## src/rtl/systolic_seq_ctrl_if.sv

```systemverilog
// rtl/systolic_seq_ctrl_if.sv - job, operand and result handshake bundle for the systolic sequencer
interface systolic_seq_ctrl_if #(
   parameter int LEN_W     = 8,
   parameter int acc_width = 24
);
   logic                 start;
   logic [LEN_W-1:0]     len;
   logic                 op_valid;
   logic                 op_ready;
   logic                 mac_reset;
   logic                 mac_control;
   logic [acc_width-1:0] chain_acc;
   logic [acc_width-1:0] result;
   logic                 result_valid;
   logic                 result_ready;
   logic                 busy;

   // requester / MAC chain side
   modport master (
      output start, len, op_valid, chain_acc, result_ready,
      input  op_ready, mac_reset, mac_control, result, result_valid, busy
   );

   // sequencer side
   modport slave (
      input  start, len, op_valid, chain_acc, result_ready,
      output op_ready, mac_reset, mac_control, result, result_valid, busy
   );
endinterface

```

## src/rtl/systolic_seq_ctrl.sv

```systemverilog
// rtl/systolic_seq_ctrl.sv - job sequencer feeding a MAC chain and summing its tapped outputs
module systolic_seq_ctrl #(
   parameter int bit_width = 8,
   parameter int acc_width = 24,
   parameter int NUM_PE    = 4,
   parameter int LEN_W     = 8
) (
   input  logic               i_clk,
   input  logic               i_reset,
   systolic_seq_ctrl_if.slave bus
);

   // Valid-pipe depth; a degenerate configuration falls back to the minimum legal chain.
   localparam int P = (NUM_PE >= 2 && bit_width > 0) ? NUM_PE : 2;

   typedef enum logic [2:0] {
      S_IDLE  = 3'd0,
      S_CLEAR = 3'd1,
      S_FEED  = 3'd2,
      S_DRAIN = 3'd3,
      S_DONE  = 3'd4
   } state_t;

   state_t               r_state;
   state_t               w_state_nxt;
   logic [LEN_W-1:0]     r_cnt;
   logic [P-1:0]         r_vld;
   logic [acc_width-1:0] r_result;

   logic w_op_ready;
   logic w_beat;
   logic w_load;
   logic w_mac_reset;
   logic w_busy;
   logic w_result_valid;

   // state register; reset wins over every transition
   always_ff @(posedge i_clk) begin
      if (i_reset) begin
         r_state <= S_IDLE;
      end else begin
         r_state <= w_state_nxt;
      end
   end

   // next-state and handshake outputs; reset masks everything except mac_reset
   always_comb begin
      w_state_nxt    = r_state;
      w_op_ready     = 1'b0;
      w_busy         = 1'b0;
      w_result_valid = 1'b0;
      w_mac_reset    = i_reset;
      w_load         = 1'b0;
      case (r_state)
         S_IDLE: begin
            if (bus.start) begin
               w_load      = 1'b1;
               w_state_nxt = S_CLEAR;
            end
         end
         S_CLEAR: begin
            w_busy      = 1'b1;
            w_mac_reset = 1'b1;
            w_state_nxt = (r_cnt != '0) ? S_FEED : S_DRAIN;
         end
         S_FEED: begin
            w_busy     = 1'b1;
            w_op_ready = 1'b1;
            if (bus.op_valid && r_cnt == LEN_W'(1)) begin
               w_state_nxt = S_DRAIN;
            end
         end
         S_DRAIN: begin
            w_busy = 1'b1;
            // only the last tap may still be in flight when we leave
            if (r_vld[P-2:0] == '0) begin
               w_state_nxt = S_DONE;
            end
         end
         S_DONE: begin
            w_busy         = 1'b1;
            w_result_valid = 1'b1;
            if (bus.result_ready) begin
               w_state_nxt = S_IDLE;
            end
         end
         default: begin
            w_state_nxt = S_IDLE;
         end
      endcase
      if (i_reset) begin
         w_op_ready     = 1'b0;
         w_busy         = 1'b0;
         w_result_valid = 1'b0;
         w_load         = 1'b0;
      end
      w_beat = w_op_ready & bus.op_valid;
   end

   // beat counter, valid pipe tracking beats through the chain, and the job sum
   always_ff @(posedge i_clk) begin
      if (i_reset) begin
         r_cnt    <= '0;
         r_vld    <= '0;
         r_result <= '0;
      end else begin
         if (w_load) begin
            r_cnt <= bus.len;
         end else if (w_beat) begin
            r_cnt <= r_cnt - LEN_W'(1);
         end
         if (r_state == S_CLEAR) begin
            r_vld    <= '0;
            r_result <= '0;
         end else begin
            r_vld <= {r_vld[P-2:0], w_beat};
            if (r_vld[P-1]) begin
               r_result <= r_result + bus.chain_acc;
            end
         end
      end
   end

   assign bus.op_ready     = w_op_ready;
   assign bus.mac_control  = w_beat;
   assign bus.mac_reset    = w_mac_reset;
   assign bus.busy         = w_busy;
   assign bus.result_valid = w_result_valid;
   assign bus.result       = r_result;

endmodule
```

## src/flat_wrapper.sv

```systemverilog
// flat-port wrapper written by rule: the top's interface ports become plain ports
module systolic_seq_ctrl_flat 
#(
   parameter int bit_width = 8,
   parameter int acc_width = 24,
   parameter int NUM_PE    = 4,
   parameter int LEN_W     = 8
)
  (i_clk, i_reset, bus_start, bus_len, bus_op_valid, bus_chain_acc, bus_result_ready, bus_op_ready, bus_mac_reset, bus_mac_control, bus_result, bus_result_valid, bus_busy);
  systolic_seq_ctrl_if #(.LEN_W(LEN_W), .acc_width(acc_width)) bus_i ();
  input  logic i_clk;
  input  logic i_reset;
  input wire logic [$bits(bus_i.start)-1:0] bus_start;
  input wire logic [$bits(bus_i.len)-1:0] bus_len;
  input wire logic [$bits(bus_i.op_valid)-1:0] bus_op_valid;
  input wire logic [$bits(bus_i.chain_acc)-1:0] bus_chain_acc;
  input wire logic [$bits(bus_i.result_ready)-1:0] bus_result_ready;
  output wire logic [$bits(bus_i.op_ready)-1:0] bus_op_ready;
  output wire logic [$bits(bus_i.mac_reset)-1:0] bus_mac_reset;
  output wire logic [$bits(bus_i.mac_control)-1:0] bus_mac_control;
  output wire logic [$bits(bus_i.result)-1:0] bus_result;
  output wire logic [$bits(bus_i.result_valid)-1:0] bus_result_valid;
  output wire logic [$bits(bus_i.busy)-1:0] bus_busy;
  assign bus_i.start = bus_start;
  assign bus_i.len = bus_len;
  assign bus_i.op_valid = bus_op_valid;
  assign bus_i.chain_acc = bus_chain_acc;
  assign bus_i.result_ready = bus_result_ready;
  assign bus_op_ready = bus_i.op_ready;
  assign bus_mac_reset = bus_i.mac_reset;
  assign bus_mac_control = bus_i.mac_control;
  assign bus_result = bus_i.result;
  assign bus_result_valid = bus_i.result_valid;
  assign bus_busy = bus_i.busy;
  systolic_seq_ctrl #(.bit_width(bit_width), .acc_width(acc_width), .NUM_PE(NUM_PE), .LEN_W(LEN_W)) u_core (.i_clk(i_clk), .i_reset(i_reset), .bus(bus_i));
endmodule
```

## config.mk

```make
export PLATFORM = sky130hd
export DESIGN_NAME = systolic_seq_ctrl_flat
export DESIGN_NICKNAME = d
export VERILOG_FILES = /design/src/rtl/systolic_seq_ctrl_if.sv /design/src/rtl/systolic_seq_ctrl.sv /design/src/flat_wrapper.sv
export SDC_FILE = /design/constraint.sdc
export NUM_CORES = 1
export LEC_CHECK = 0
export ABC_AREA = 1
export CAP_MARGIN = 40
export CORE_ASPECT_RATIO = 0.75
export CORE_MARGIN = 1.5
export CORE_UTILIZATION = 57
export DETAILED_ROUTE_END_ITERATION = 10
export GPL_ROUTABILITY_DRIVEN = 0
export PLACE_DENSITY = 0.95
export SKIP_CTS_REPAIR_TIMING = 1
export SLEW_MARGIN = 20
export SYNTH_ARGS = -nofsm -noshare
export SYNTH_HDL_FRONTEND = slang
export SYNTH_SLANG_ARGS = --single-unit
```

## constraint.sdc

```tcl
create_clock -name i_clk -period 3.8 [get_ports i_clk]
set_input_delay 0.38 -clock i_clk [delete_from_list [all_inputs] [get_ports i_clk]]
set_output_delay 0.38 -clock i_clk [all_outputs]
set_load 0.03 [all_outputs]
```

# After elaboration in Yosys (flattened, before gate mapping)
# Index checks and enable logic that the tools add are counted.
[word_totals]
regBits = 39
latch_bits = 0
ramBits = 0
mem_bits_ro = 0
inputBits = 37
output_inout_bits = 29
elab_cells = 42
memories = 0
[op_classes]
add_sub_neg = 2
multipliers = 0
div = 0
magnitude_cmp = 0
n_eq_ne = 9
shift = 0
muxes = 18
bitwise_logic = 1
reduce_logical = 8
[op_table]
columns = ["cell", "count"]
rows = [
  ["adder 24 bit", 1],
  ["two-way mux 8 bit", 2],
  ["case mux 3 bit (5 select lines)", 1],
  ["two-way mux 3 bit", 4],
  ["two-way mux 1 bit", 11],
  ["equality test 8 x 1 -> 1 bit (second input constant)", 1],
  ["nonzero test 8 bit", 1],
  ["subtractor 8 x 1 -> 8 bit (second input constant)", 1],
  ["equality test 3 x 2 -> 1 bit (second input constant)", 2],
  ["zero test 3 bit", 2],
  ["inequality test 2 x 1 -> 1 bit (second input constant)", 2],
  ["inequality test 2 bit (second input constant)", 2],
  ["AND reduction 4 bit", 1],
  ["OR reduction 4 bit", 1],
  ["equality test 3 x 1 -> 1 bit (second input constant)", 1],
  ["equality test 3 bit (second input constant)", 1],
  ["nonzero test 2 bit", 1],
  ["OR reduction 2 bit", 1],
  ["bitwise AND 1 bit", 1],
  ["logical AND 1 bit", 1],
]

# Logic depth before layout (Yosys ltp)
# Gate-level depths: netlist of the first run.
[logic_depth]
word_depth = 6
mapped_depth = 13
ltp_nobuf = 13

# Worst setup path after synthesis of the first run
# No wires, ideal clock.
[synth_timing]
path_type = "register to register"
startpoint = "register u_core.r_result[0], in the netlist u_core.bus.result[0]"
endpoint = "register u_core.r_result[16], in the netlist u_core.bus.result[16]"
setup_time_ps = 109
arrival_time_ps = 1765
required_time_ps = 3691
slack_ps = 1927
path_stages_with_launch = 13
path_buffers = 0
synth_period_minus_slack_ps = 1873
cell_sequence = "dfxtp_1 -> ha_1 -> fa_1 -> nand3_1 -> nand3_1 -> nand2_1 -> nand2_1 -> nand3_1 -> nand2_1 -> nand2_1 -> nand3_1 -> nand2_1 -> inv_1"
[synth_via]
elab_chain_cells = 1
[synth_lines]
columns = ["item", "line", "rtl"]
rows = [
  ["start: declaration", "systolic_seq_ctrl.sv:28", "logic [acc_width-1:0] r_result;"],
  ["start signal: assignment", "systolic_seq_ctrl.sv:118", "r_result <= r_result + bus.chain_acc;"],
  ["adder 24 bit", "systolic_seq_ctrl.sv:118", ""],
]
# Every way passes these cells.
# A chain may end at the register's enable or synchronous reset.

# Worst setup path in the final report of the first run
[layout_timing]
startpoint = "input i_reset"
endpoint = "output bus_mac_reset"
[layout_via]
elab_chain_cells = 1
[layout_lines]
columns = ["item", "line", "rtl"]
rows = [
  ["start: declaration", "flat_wrapper.sv:12", "input logic i_reset;"],
  ["two-way mux 1 bit", "systolic_seq_ctrl.sv:54", "case (r_state)"],
  ["end: declaration", "flat_wrapper.sv:19", "output wire logic [$bits(bus_i.mac_reset)-1:0] bus_mac_reset;"],
]
# Every way passes these cells.

==> results.txt, run 1 <==
----------------------------------------------------
[Critical path]
  Crit path capture ... bus_mac_reset
  Critical Setup Path Class ... primary input to output port
  Worst reg2reg startpoint ... u_core.bus.result[0]$_SDFFE_PP0P_
  Crit. Startpoint ... i_reset
  Cells traversed along the worst timing path ... clkdlybuf4s50_1 -> inv_1 -> nand2_2 -> clkdlybuf4s50_1
  WP data required ... 3.42 ns
  Critical Path Most Common Cell ... sky130_fd_sc_hd__clkdlybuf4s50_1
  R2r setup slk ... 1.78 ns
  Crit path max-delay cell type ... sky130_fd_sc_hd__clkdlybuf4s50_1
  Critical path fanouts, max ... 10
  Element type at the critical path start ... primary input
  Endpoint arrival time on the critical path ... 2.22 ns
  Kind of end point of the critical path ... output port
  Number of cells on the worst reg-to-reg path ... 11
  Stages on the worst setup path ... 4
  Cell type group with the largest total delay on the critical path ... buffers and inverters
  Slowest cell delay on critical path ... 0.76 ns
  Number of buffers and inverters on the critical path ... 3
  Reg-to-reg endpoint ... u_core.bus.result[14]$_SDFFE_PP0P_

[Logic synthesis]
  FF+latch count, synth ... 39
  Main flop type after synthesis ... sky130_fd_sc_hd__dfxtp_1
  Area of the mapped netlist ... 0.003432 mm2
  Share of async-settable or async-resettable flops after synthesis ... 0
  Total of warnings raised by yosys ... 0
  Net Count, Synth ... 657
  Share of the yosys chip area belonging to registers ... 0.2275
  Distinct cell type count of the synthesized netlist ... 37
  Gate Count Post-Synth ... 593
  Mean instance size in the synthesized netlist ... 5.788 um2
  Post-synth EDFFs ... 0

[Global route]
  Global route total overflow ... 0
  Number of global-route vias before repair ... 3,643
  Number of antenna violations at the first check in global routing ... 0
  Global Route Usage Sum ... 0.3009
  First-pass GRT wire length ... 15.74 mm
  Pin count of the biggest net entering global routing ... 40

[Route]
  Final WL ... 9.295 mm
  Post-detailed-route DRC marker count ... 0
  Total via count in the routed design ... 3,910
  Via density per instance ... 5.298
  Post-DR wirelength/cell ... 12.59 um
  Iter 0 DRT Violations ... 410
  Detail Route Antenna Nets ... 0
  Detailed Routing Iterations Pass 1 ... 6

[Placed design]
  Post-Place Worst Slack ... 1.222 ns
  Total cell area at the placement stage ... 0.004163 mm2
  Dpl hpwl ... 7.217 mm
  Count of input and output buffers ... 65

[Outcome]
  Run status ... completed

[Final layout]
  Total non-filler cell area in the finished layout ... 0.004265 mm2
  Number of fill cells in the layout ... 459
  Number of diodes added for antenna fixing ... 0
  Area Overhead vs Synth ... 24.28%
  Number of nets in the layout ... 724
  Ratio of cells with drive above 1 in the final layout ... 0.03030
  Post-layout utilization of the core ... 0.7322

[Die]
  Area of the core ... 0.005826 mm2
  Area of the die ... 0.006501 mm2
  Initial cell density of the core ... 0.5891
  Height of the chip ... 70.20 um
  Count of pins on the block boundary ... 66
  Floorplan die width ... 92.60 um
  Row Count ... 24

[Pwr]
  Peak VDD IR ... 341.5 uV
  Overall power after layout ... 0.001391 W
  Power density cells ... 326.2 mW/mm2
  Static power due to leakage ... 2.334 nW

[STA]
  Aggregate negative setup slack ... 0 ns
  Final cycle utilization of the critical path ... 0.6833
  Finish-stage setup viols ... 0
  Worst rel slew slack ... 0.6910
  Largest clock skew in the final design ... 0.01176 ns
  Final period demand of the worst path ... 2.596 ns
  Final number of hold-violating endpoints ... 0
  Unrepaired setup endpoints after global routing ... false
  Final number of max-transition violations ... 0
  Smallest setup slack after layout ... 1.204 ns
  Slew at the pin closest to its max-slew limit ... 0.4620 ns
  Achievable clock frequency ... 385.2 MHz

[Clock network]
  Clock tree from TritonCTS ... built
  Clock sink count ... 39
  Latest clock arrival within the worst-skew pair ... 0.31 ns
  Clock root cell ... sky130_fd_sc_hd__clkbuf_8
  Post-CTS clock slew at the launch and capture registers of the worst setup and hold paths ... 0.08 ns
  Max Buffers Root-to-Sink ... 2
  Clock buffer count from CTS ... 5
  Level count of the clock H-tree ... 2

[Min path]
  Type of the most critical hold path ... register to register

[Job]
  Number of max-cap violations ... 0

----------------------------------------------------
[worst register-to-register path, cell delays in order (launching register included)]
cell and delay (ns):
sky130_fd_sc_hd__dfxtp_1 0.34, sky130_fd_sc_hd__ha_1 0.26, sky130_fd_sc_hd__fa_1 0.43, sky130_fd_sc_hd__nand3_1 0.11
sky130_fd_sc_hd__inv_1 0.06, sky130_fd_sc_hd__nand2_1 0.06, sky130_fd_sc_hd__nand3_1 0.18, sky130_fd_sc_hd__nand3_1 0.15
sky130_fd_sc_hd__a21o_1 0.14, sky130_fd_sc_hd__nand3_1 0.08, sky130_fd_sc_hd__nand2_1 0.08, sky130_fd_sc_hd__inv_1 0.04
[worst min-delay path by stage]
stage | start | endpoint | slack [ns] | depth (start not counted)
2_1_floorplan | u_core.r_vld[1]$_SDFF_PP0_ | u_core.r_vld[2]$_SDFF_PP0_ | 0.41 | 2
3_3_place_gp | u_core.r_vld[1]$_SDFF_PP0_ | u_core.r_vld[2]$_SDFF_PP0_ | 0.42 | 2
3_5_place_dp | u_core.r_vld[2]$_SDFF_PP0_ | u_core.r_vld[3]$_SDFF_PP0_ | 0.43 | 2
4_1_cts | u_core.r_vld[0]$_SDFF_PP0_ | u_core.r_vld[1]$_SDFF_PP0_ | 0.44 | 2
5_1_grt | u_core.r_vld[0]$_SDFF_PP0_ | u_core.r_vld[1]$_SDFF_PP0_ | 0.46 | 2
6_report | u_core.r_vld[0]$_SDFF_PP0_ | u_core.r_vld[1]$_SDFF_PP0_ | 0.44 | 2
[stage by stage]
| step | hold slack, ns | cells |
|---|---|---|
| 6_report | 0.4392 | 738 |
| 5_1_grt | 0.4573 | 738 |
| 4_1_cts | 0.4375 | 738 |
| 3_5_place_dp | 0.4270 | 731 |
| 3_3_place_gp | 0.4152 | 731 |
| 2_1_floorplan | 0.4083 | 593 |
[cells by family (layout without fill, tap and decap cells)]
family | count (synthesis) | in the layout | share of synthesized area
XOR/XNOR | 11 | 11 | 0.02807
AND/OR/NAND/NOR | 326 | 326 | 0.3999
adder cells (fa/ha/maj) | 27 | 27 | 0.1006
AO/OA/AOI/OAI | 59 | 59 | 0.09880
flip-flops | 39 | 39 | 0.2275
buffers and inverters | 131 | 198 | 0.1451
[sequential cells by signal, indices dropped and copies added, names as in the netlist]
signal / count
u_core.bus.result: 24
u_core.r_cnt: 8
u_core.r_state: 3
u_core.r_vld: 4
[final cells by class]
type | instances | area (um2) | share of cell area
flip-flops and latches | 39 | 780.7 | 0.1830
clock buffers | 6 | 72.57 | 0.01701
clock inverters | 1 | 30.03 | 0.007040
repair buffers | 67 | 665.6 | 0.1561
inverters | 124 | 465.4 | 0.1091
multi-input cells | 423 | 2153 | 0.5048
well taps | 78 | 97.59 | 0.02288
[report_power, final]
group | switching [W] | leakage (nW) | internal, W
clock | 0.000156 | 0.0513 | 0.000193
sequential | 0.0000431 | 0.316 | 0.000449
combinational | 0.000345 | 1.97 | 0.000206
[placed cells by master, fill, tap and decap left out, types with 2 or more instances in the layout]
| cell type | count |
|---|---|
| sky130_fd_sc_hd__nand4_1 | 9 |
| sky130_fd_sc_hd__xnor2_1 | 2 |
| sky130_fd_sc_hd__nand3_1 | 38 |
| sky130_fd_sc_hd__nor2_1 | 82 |
| sky130_fd_sc_hd__nand3b_1 | 2 |
| sky130_fd_sc_hd__a21o_1 | 5 |
| sky130_fd_sc_hd__nor3_1 | 3 |
| sky130_fd_sc_hd__o21ai_0 | 19 |
| sky130_fd_sc_hd__buf_4 | 2 |
| sky130_fd_sc_hd__a21oi_1 | 22 |
| sky130_fd_sc_hd__ha_1 | 26 |
| sky130_fd_sc_hd__xor2_1 | 9 |
| sky130_fd_sc_hd__clkbuf_8 | 5 |
| sky130_fd_sc_hd__clkdlybuf4s50_1 | 65 |
| sky130_fd_sc_hd__nor2_2 | 2 |
| sky130_fd_sc_hd__nand2_4 | 2 |
| sky130_fd_sc_hd__nand2_1 | 181 |
| sky130_fd_sc_hd__o211ai_1 | 5 |
| sky130_fd_sc_hd__inv_1 | 123 |
| sky130_fd_sc_hd__dfxtp_1 | 39 |
[synthesized netlist by cell type (2+ instances only)]
cell                         n  area, um2
sky130_fd_sc_hd__nand2_1   181      679.4
sky130_fd_sc_hd__inv_1     123      461.7
sky130_fd_sc_hd__nor2_1     82      307.8
sky130_fd_sc_hd__dfxtp_1    39      780.8
sky130_fd_sc_hd__nand3_1    38      190.2
sky130_fd_sc_hd__ha_1       26      325.3
sky130_fd_sc_hd__a21oi_1    22      110.1
sky130_fd_sc_hd__o21ai_0    19      95.09
sky130_fd_sc_hd__nand4_1     9      56.30
sky130_fd_sc_hd__xor2_1      9      78.83
sky130_fd_sc_hd__a21o_1      5      37.54
sky130_fd_sc_hd__buf_2       5      25.02
sky130_fd_sc_hd__o211ai_1    5      37.54
sky130_fd_sc_hd__nor3_1      3      15.01
sky130_fd_sc_hd__nand2_4     2      22.52
sky130_fd_sc_hd__nand3b_1    2      15.01
sky130_fd_sc_hd__nor2_2      2      12.51
sky130_fd_sc_hd__xnor2_1     2      17.52
[layer usage]
metal	share of wire	wire (um)	track usage
met4	0.019	181	0.1197
met1	0.44	4046	0.3932
met3	0.11	996	0.05882
met2	0.44	4071	0.4861
met5	0	0	0
(Power assumes the default switching activity.)
==> inputs of run 2 (changes only) <==
--- a/config.mk
+++ b/config.mk
@@ -9,10 +9,10 @@
 export CAP_MARGIN = 40
 export CORE_ASPECT_RATIO = 0.75
 export CORE_MARGIN = 1.5
-export CORE_UTILIZATION = 57
+export CORE_UTILIZATION = 53
 export DETAILED_ROUTE_END_ITERATION = 10
 export GPL_ROUTABILITY_DRIVEN = 0
-export PLACE_DENSITY = 0.95
+export PLACE_DENSITY = 0.9
 export SKIP_CTS_REPAIR_TIMING = 1
 export SLEW_MARGIN = 20
 export SYNTH_ARGS = -nofsm -noshare
==> constraint.sdc (replaced) <==
create_clock -name i_clk -period 2.5 [get_ports i_clk]
set_input_delay 0.25 -clock i_clk [delete_from_list [all_inputs] [get_ports i_clk]]
set_output_delay 0.25 -clock i_clk [all_outputs]
set_load 0.03 [all_outputs]
==> run 2 against run 1 <==
Hold slack barely moved. Sequential power increased by 53%. Routed wire length increased by 6.6%. Critical endpoint is now bus_mac_control. Total power is 57% higher. Largest cell class unchanged.
==> results.txt, run 2 (synthesis gave the netlist of run 1 again) <==
----------------------------------------------------
[Outcome]
  Run status ... completed

[Global route]
  Global route total overflow ... 0
  First-pass GRT wire length ... 16.28 mm
  Number of global-route vias before repair ... 3,643
  Pin count of the biggest net entering global routing ... 15
  Global Route Usage Sum ... 0.2992
  Number of antenna violations at the first check in global routing ... 0

[Clock network]
  Clock sink count ... 39
  Clock tree from TritonCTS ... built
  Latest clock arrival within the worst-skew pair ... 0.31 ns
  Post-CTS clock slew at the launch and capture registers of the worst setup and hold paths ... 0.08 ns
  Clock root cell ... sky130_fd_sc_hd__clkbuf_8
  Max Buffers Root-to-Sink ... 2
  Clock buffer count from CTS ... 5
  Level count of the clock H-tree ... 2

[Pwr]
  Peak VDD IR ... 463.9 uV
  Overall power after layout ... 0.002189 W
  Static power due to leakage ... 2.355 nW
  Switching Share ... 0.3958
  Part of the power in registers ... 0.343
  Internal Power ... 0.001323 W
  Share of total power in the clock network ... 0.264
  Relative contribution of combinational cells to total power ... 0.392
  Power density cells ... 509.5 mW/mm2
  P_sw ... 0.0008664 W

[STA]
  Final period demand of the worst path ... 2.290 ns
  Slew at the pin closest to its max-slew limit ... 0.5250 ns
  Aggregate negative setup slack ... 0 ns
  Unrepaired setup endpoints after global routing ... false
  Final number of hold-violating endpoints ... 0
  Worst rel slew slack ... 0.6495
  Largest clock skew in the final design ... 0.009277 ns
  Finish-stage setup viols ... 0
  Achievable clock frequency ... 436.7 MHz
  Final number of max-transition violations ... 0
  Final cycle utilization of the critical path ... 0.9159

[Final layout]
  Total non-filler cell area in the finished layout ... 0.004297 mm2
  Ratio of cells with drive above 1 in the final layout ... 0.03771
  Area Overhead vs Synth ... 25.19%
  Commonest cells after routing, fill and taps aside ... 181 x sky130_fd_sc_hd__nand2_1, 123 x sky130_fd_sc_hd__inv_1, 82 x sky130_fd_sc_hd__nor2_1
  Post-layout utilization of the core ... 0.6834
  Most common library cell in the layout ignoring fill and taps ... sky130_fd_sc_hd__nand2_1
  Largest register FFs ... 24
  Number of diodes added for antenna fixing ... 0
  Number of nets in the layout ... 726

[Critical path]
  Critical path fanouts, max ... 10
  Cells traversed along the worst timing path ... clkdlybuf4s50_1 -> nor2_4 -> nand2_4 -> inv_2 -> clkdlybuf4s50_1
  Critical Setup Path Class ... primary input to output port
  Kind of end point of the critical path ... output port
  Critical Path Most Common Cell ... sky130_fd_sc_hd__clkdlybuf4s50_1
  WP data required ... 2.25 ns
  Endpoint arrival time on the critical path ... 2.04 ns
  Slowest cell delay on critical path ... 0.67 ns
  R2r setup slk ... 0.48 ns
  Crit path max-delay cell type ... sky130_fd_sc_hd__clkdlybuf4s50_1
  Element type at the critical path start ... primary input

[Die]
  Area of the die ... 0.006972 mm2
  Row Count ... 25
  Floorplan die width ... 95.92 um
  Initial cell density of the core ... 0.5459
  Area of the core ... 0.006287 mm2
  Count of pins on the block boundary ... 66
  Height of the chip ... 72.69 um

[Route]
  Post-DR wirelength/cell ... 13.31 um
  Iter 0 DRT Violations ... 544
  Total via count in the routed design ... 3,955
  Final WL ... 9.906 mm
  Detail Route Antenna Nets ... 0
  Post-detailed-route DRC marker count ... 0
  Via density per instance ... 5.316
  Detailed Routing Iterations Pass 1 ... 6

[Placed design]
  Dpl hpwl ... 7.619 mm
  Count of input and output buffers ... 65
  Total cell area at the placement stage ... 0.004179 mm2

[Min path]
  Type of the most critical hold path ... register to register

[Job]
  Number of max-cap violations ... 0

----------------------------------------------------
run 2: cell count changes in the layout (fill, tap and decap cells not counted):
cell                              delta
sky130_fd_sc_hd__buf_4               +3
sky130_fd_sc_hd__clkbuf_1            -1
sky130_fd_sc_hd__clkbuf_8            +1
sky130_fd_sc_hd__clkdlybuf4s50_1     -1
sky130_fd_sc_hd__clkinv_2            +1
run 2: path summary, 6_finish.rpt:
kind | start | endpoint | depth (start not counted)
max reg2reg | u_core.bus.result[0]$_SDFFE_PP0P_ | u_core.bus.result[22]$_SDFFE_PP0P_ | 12
max | i_reset | bus_mac_control | 5
min reg2reg | u_core.r_vld[1]$_SDFF_PP0_ | u_core.r_vld[2]$_SDFF_PP0_ | 2
min | u_core.r_vld[1]$_SDFF_PP0_ | u_core.r_vld[2]$_SDFF_PP0_ | 2
run 2: power by group through the flow:
| stage | registers, W | logic (W) | clock network, W |
|---|---|---|---|
| finish | 0.000752 | 0.000859 | 0.000579 |
| global placement | 0.000758 | 0.000795 | 0 |
| floorplan | 0.000754 | 0.000572 | 0 |
| detailed placement | 0.000763 | 0.000830 | 0 |
| global route | 0.000757 | 0.000937 | 0.000606 |
| CTS | 0.000749 | 0.000839 | 0.000579 |
run 2: cell type report:
cell class                      count  area (um2)
Clock buffer                        6       82.58
Clock inverter                      2       35.03
Fill cell                         530        1991
Inverter                          124       465.4
Multi-Input combinational cell    423        2153
Sequential cell                    39       780.7
Tap cell                           81       101.3
Timing Repair Buffer               69       678.2
run 2: worst max-delay path: cells and delay by family:
kind | cells | cell delay (ns)
and+or+nand+nor | 2 | 0.36
buffers and inverters | 3 | 1.43
run 2: metrics by stage:
| step | hold slack (ns) | std cells | setup WS, ns |
|---|---|---|---|
| CTS | 0.4373 | 744 | 0.2242 |
| global route | 0.4591 | 744 | 0.1461 |
| detailed placement | 0.4245 | 736 | 0.2214 |
| finish | 0.4394 | 744 | 0.2102 |
| global placement | 0.4146 | 736 | 0.2761 |
| floorplan | 0.4009 | 593 | 0.6267 |
run 2: routing by layer:
metal	wire, um	GRT usage
met2	4206	0.4664
met5	0	0
met3	988	0.05104
met1	4443	0.4139
met4	268	0.1111
==> inputs of run 3 (changes only) <==
--- a/config.mk
+++ b/config.mk
@@ -6,7 +6,7 @@
 export NUM_CORES = 1
 export LEC_CHECK = 0
 export ABC_AREA = 1
-export CAP_MARGIN = 40
+export CAP_MARGIN = 0
 export CORE_ASPECT_RATIO = 0.75
 export CORE_MARGIN = 1.5
 export CORE_UTILIZATION = 53
==> results of run 3 <==
Same layout as run 2: the final DEF is identical, and so are final timing and power.
